<file path="config.mk">
export PLATFORM = sky130hd
export DESIGN_NAME = rx_irq_moderator
export DESIGN_NICKNAME = d
export VERILOG_FILES = /design/src/rtl/rx_irq_moderator.sv
export SDC_FILE = /design/constraint.sdc
export NUM_CORES = 1
export LEC_CHECK = 0
export BUFFER_PORTS_ARGS = -buffer_cell sky130_fd_sc_hd__buf_2
export CAP_MARGIN = 20
export CORE_UTILIZATION = 30
export CTS_CLUSTER_SIZE = 12
export DETAILED_ROUTE_END_ITERATION = 16
export GPL_ROUTABILITY_DRIVEN = 1
export PLACE_DENSITY = 0.53
export SLEW_MARGIN = 20
export SYNTH_ARGS = -nofsm -noshare
export SYNTH_HDL_FRONTEND = slang
export SYNTH_SLANG_ARGS = --single-unit
export TNS_END_PERCENT = 50
</file>
<file path="constraint.sdc">
create_clock -name clk -period 2.94 [get_ports clk]
set_input_delay 0.147 -clock clk [delete_from_list [all_inputs] [get_ports clk]]
set_output_delay 0.147 -clock clk [all_outputs]
set_load 0.02 [all_outputs]
</file>
<file path="src/rtl/rx_irq_moderator.sv">
// Rx MSI moderator: one outstanding MSI at a time, programmable quiet gap after host ack.
// Optional ack watchdog/reissue enabled by defining RX_IRQ_RETRY_EN.
module rx_irq_moderator #(
   parameter int           HOLDOFF_CYCLES = 250,
   parameter int           TIMER_W        = 24,
   parameter logic [7:0]   MSI_VECTOR     = 8'h00,
   parameter int           RETRY_CYCLES   = 2500000
) (
   input  logic        clk,
   input  logic        rst,
   input  logic        send_irq,
   input  logic        irq_en,
   input  logic        irq_ack,
   input  logic        cfg_interrupt_msienable,
   input  logic        cfg_interrupt_rdy_n,
   output logic        cfg_interrupt_n,
   output logic        cfg_interrupt_assert_n,
   output logic [7:0]  cfg_interrupt_di,
   output logic [31:0] irq_count
);

   typedef enum logic [1:0] {
      IDLE     = 2'd0,
      REQ      = 2'd1,
      WAIT_ACK = 2'd2,
      HOLDOFF  = 2'd3
   } state_t;

   localparam logic [TIMER_W-1:0] HOLDOFF_LOAD = TIMER_W'(HOLDOFF_CYCLES);
   localparam logic [TIMER_W-1:0] RETRY_LOAD   = TIMER_W'(RETRY_CYCLES);

   state_t             state_reg, state_next;
   logic [TIMER_W-1:0] timer_reg, timer_next;
   logic               accept;
   logic               irq_n_reg;
   logic               assert_n_reg;
   logic [7:0]         di_reg;
   logic [31:0]        count_reg;

   always_comb begin
      state_next = state_reg;
      timer_next = timer_reg;
      accept     = 1'b0;
      case (state_reg)
         IDLE: begin
            if (send_irq && irq_en && cfg_interrupt_msienable)
               state_next = REQ;
         end
         REQ: begin
            // Once raised, the request must stay up until the endpoint takes it.
            if (!cfg_interrupt_rdy_n) begin
               state_next = WAIT_ACK;
               accept     = 1'b1;
`ifdef RX_IRQ_RETRY_EN
               timer_next = RETRY_LOAD;
`endif
            end
         end
         WAIT_ACK: begin
            if (irq_ack) begin
               if (HOLDOFF_CYCLES == 0) begin
                  state_next = IDLE;
                  timer_next = '0;
               end else begin
                  state_next = HOLDOFF;
                  timer_next = HOLDOFF_LOAD;
               end
            end
`ifdef RX_IRQ_RETRY_EN
            else if (timer_reg == '0) begin
               state_next = send_irq ? REQ : IDLE;
            end else begin
               timer_next = timer_reg - 1'b1;
            end
`endif
         end
         HOLDOFF: begin
            if (timer_reg <= TIMER_W'(1)) begin
               state_next = IDLE;
               timer_next = '0;
            end else begin
               timer_next = timer_reg - 1'b1;
            end
         end
         default: begin
            state_next = IDLE;
            timer_next = '0;
         end
      endcase
   end

   always_ff @(posedge clk) begin
      if (rst) begin
         state_reg    <= IDLE;
         timer_reg    <= '0;
         irq_n_reg    <= 1'b1;
         assert_n_reg <= 1'b1;
         di_reg       <= MSI_VECTOR;
         count_reg    <= '0;
      end else begin
         state_reg    <= state_next;
         timer_reg    <= timer_next;
         irq_n_reg    <= (state_next != REQ);
         assert_n_reg <= 1'b1;
         di_reg       <= MSI_VECTOR;
         if (accept)
            count_reg <= count_reg + 32'd1;
      end
   end

`ifndef RX_IRQ_RETRY_EN
   // Watchdog period is only meaningful with the retry build.
   logic retry_unused;
   assign retry_unused = ^RETRY_LOAD;
`endif

   assign cfg_interrupt_n        = irq_n_reg;
   assign cfg_interrupt_assert_n = assert_n_reg;
   assign cfg_interrupt_di       = di_reg;
   assign irq_count              = count_reg;

endmodule

</file>
==> impl_metrics.ini <==
[clocking]
cts.reportedPaths.clkPinSlew_ps = 70
max-clock-path-buffers = 2
tritoncts_num_sinks = 59
cts.hold.buffers_added = 0
clock_tree.root_cell = clkbuf_8
cts_repair_resize_count = 0
cts.repair_timing.setup_buffer_count = 0
clock_buffers_created_by_tritoncts = 9
h-tree-depth = 3
tritoncts = yes
clk_latency_ps = 340

[grt]
grt_max_degree = 44
via_count_of_the_first_global_routing_pass = 2490
grt_first_pass_wirelength_mm = 12.0
antenna_violations_before_repair = 0
grt_overflow = 0
grt.total_usage_pct = 14.5

[die]
starting_utilization_of_the_core_area_pct = 31.0
io_pins = 49
fp.dieW_um = 103
floorplan.rows = 36
die-height_um = 103
floorplan.core_area_mm2 = 0.00982
die-area_mm2 = 0.0106

[final_layout]
postLayoutCellArea_mm2 = 0.00353
layout.cells.most_common_list = dfxtp_1 (59), nor2_1 (40), buf_2 (39), a21oi_1 (30), nand2_1 (19)
syn_to_final_growth_pct = 16.1
final-instance-count-excl-fill = 542
antenna_cells_inserted = 0
flip_flop_count_of_the_largest_register_after_layout = 32
layout_commonest_cell = dfxtp_1
nNetsFinal = 414
final_layout_size_suffix_gt1_share_pct = 19.1
fillCellCount = 1076

[pwr]
power_frac_seq_pct = 43.6
total_switching_power_uw = 595
internal-power_mw = 1.36
p_sw_share_pct = 30.4
pwr_density_cell_mw_per_mm2 = 553
cellLeakagePower_nw = 1.36
clock_power_share_pct = 37.9
vdd_drop_max_mv = 0.292
combinationalPowerShare_pct = 18.5
total_power_mw = 1.96

[placement]
place_congestion = 0.816
place_inst = 526
post_place_cell_area_mm2 = 0.00334
place.detailed.hpwl_mm = 4.93
portBuffers = 39

[routing]
routed_wl_mm = 6.93
drt_drc_violations_left = 0
detailroute.via_count = 2717
detail_route.iter0.violations = 135
avgRoutedWirePerCell_um = 12.8
detail-route-antenna-nets = 0
detail_route.first_pass.iterations = 4
avgViaCountPerCell = 5.01

[sta]
grt_setup_unrepaired = no
fmaxAchievable_mhz = 427
final_max_slew_viol_count = 0
fin_setup_tns_ps = 0
worst_margin_pin_slew_ps = 639
finClkSkew_ps = 8.67
period_minus_slack_ps = 2340
report.final.setup_viol = 0
report.final.hold_viol_count = 0
fin_crit_sh_pct = 79.6
worst_hold_margin_ps = 174
relSlewSlack_pct = 57.0

[setup_path]
required_ps = 3210
critPathCaptureType = flip-flop
critical_path_class = flip-flop to flip-flop
cp_max_fo = 11
worstSetupStartpointType = flip-flop
cell_count_of_the_worst_reg_to_reg_path = 5
worst_ep_arrival_time_ps = 2610

[logic_synthesis]
synth.distinct_cells = 58
ys_top_cells_by_area = dfxtp_1 (39%), a21oi_1 (4.9%), nor2_1 (4.9%)
yosys.area.top_type_share_pct = 38.8
avg_synthesized_cell_area_um2 = 8.34
synth_flop_cell = dfxtp_1
synth-edff-count = 0
register_bit_count_reported_by_yosys = 59
netlist_instances = 365
synth_warnings = 0
post_synth_instance_area_mm2 = 0.00305
synth_top_area_cell = dfxtp_1
synth.yosys.seq_area_share_pct = 38.8
async_flop_share_pct = 0

[run]
max_cap_violation_count = 0

[run_status]
outcome = complete, no violations

[min_path]
min_path_cells = 3
hold_path.class = primary input to flip-flop
metal layers:
metal | up-vias | wire length [um] | global-route usage, %
met3 | 8 | 315 | 3.19
met1 | 1248 | 3590 | 21.1
li1 | 1399 | - | -
met2 | 62 | 2940 | 20.6
met4 | 0 | 85 | 5.53
met5 | - | 0 | 0
kinds of logic (layout without fill, tap and decap cells):
family / count (synthesis) / count (layout) / share of synthesized area [%]
AND/OR/NAND/NOR: 159 / 159 / 29.5
AO/OA/AOI/OAI: 82 / 82 / 17.1
flip-flops: 59 / 59 / 38.8
buffers and inverters: 35 / 72 / 5.88
XOR/XNOR: 23 / 23 / 6.61
adder cells (fa/ha/maj): 3 / 3 / 1.23
other: 2 / 9 / 0.247
multiplexers: 2 / 2 / 0.657
final cells by class:
class	count	area [um2]	area share (%)
Clock buffer	11	141	4.00
Sequential cell	59	1180	33.4
Multi-Input combinational cell	278	1710	48.4
Timing Repair Buffer	45	240	6.80
Tap cell	133	166	4.71
Clock inverter	5	52.6	1.49
Inverter	11	41.3	1.17
critical path, stage by stage (launching register included):
cell     delay [ps]
dfxtp_1         510
nor3b_4         440
nand3_2         220
or4_1           630
or3_1           340
a21oi_1         140
synth_stat cells, drive strengths merged (4+ instances only):
cell type and number:
buf 17, clkbuf 7, xor2 12, or3 9, xnor2 11, nand2 19, and3 6, dfxtp 59
o41ai 4, nand2b 6, inv 11, nand3 19, nor3 12, nor4 9, and4 6, or4 4
nand4 12, nor2 41, a31oi 14, a21oi 30, o21ai 16
metrics by stage:
stage	util, %	setup WS, ps
6_report	36.0	600
4_1_cts	36.0	595
3_5_place_dp	34.0	606
3_3_place_gp	34.0	695
5_1_grt	36.0	398
2_1_floorplan	-	890
power by group through the flow:
| stage | logic, mW | clock network, mW | registers [mW] |
|---|---|---|---|
| finish | 0.362 | 0.741 | 0.852 |
| global route | 0.404 | 0.803 | 0.856 |
| CTS | 0.362 | 0.755 | 0.851 |
| detailed placement | 0.361 | 0 | 0.869 |
| global placement | 0.360 | 0 | 0.868 |
| floorplan | 0.297 | 0 | 0.862 |
worst paths after layout:
| kind | startpoint | endpoint | slack (ps) |
|---|---|---|---|
| setup / recovery | state_reg[0]$_SDFF_PP0_ | irq_count[30]$_SDFFE_PP0P_ | 600 |
| hold / removal | cfg_interrupt_rdy_n | cfg_interrupt_n$_SDFF_PP1_ | 170 |
| setup reg to reg | state_reg[0]$_SDFF_PP0_ | irq_count[30]$_SDFFE_PP0P_ | 600 |
| hold reg to reg | timer_reg[20]$_SDFFE_PP0P_ | timer_reg[20]$_SDFFE_PP0P_ | 480 |
(Power assumes the default switching activity.)
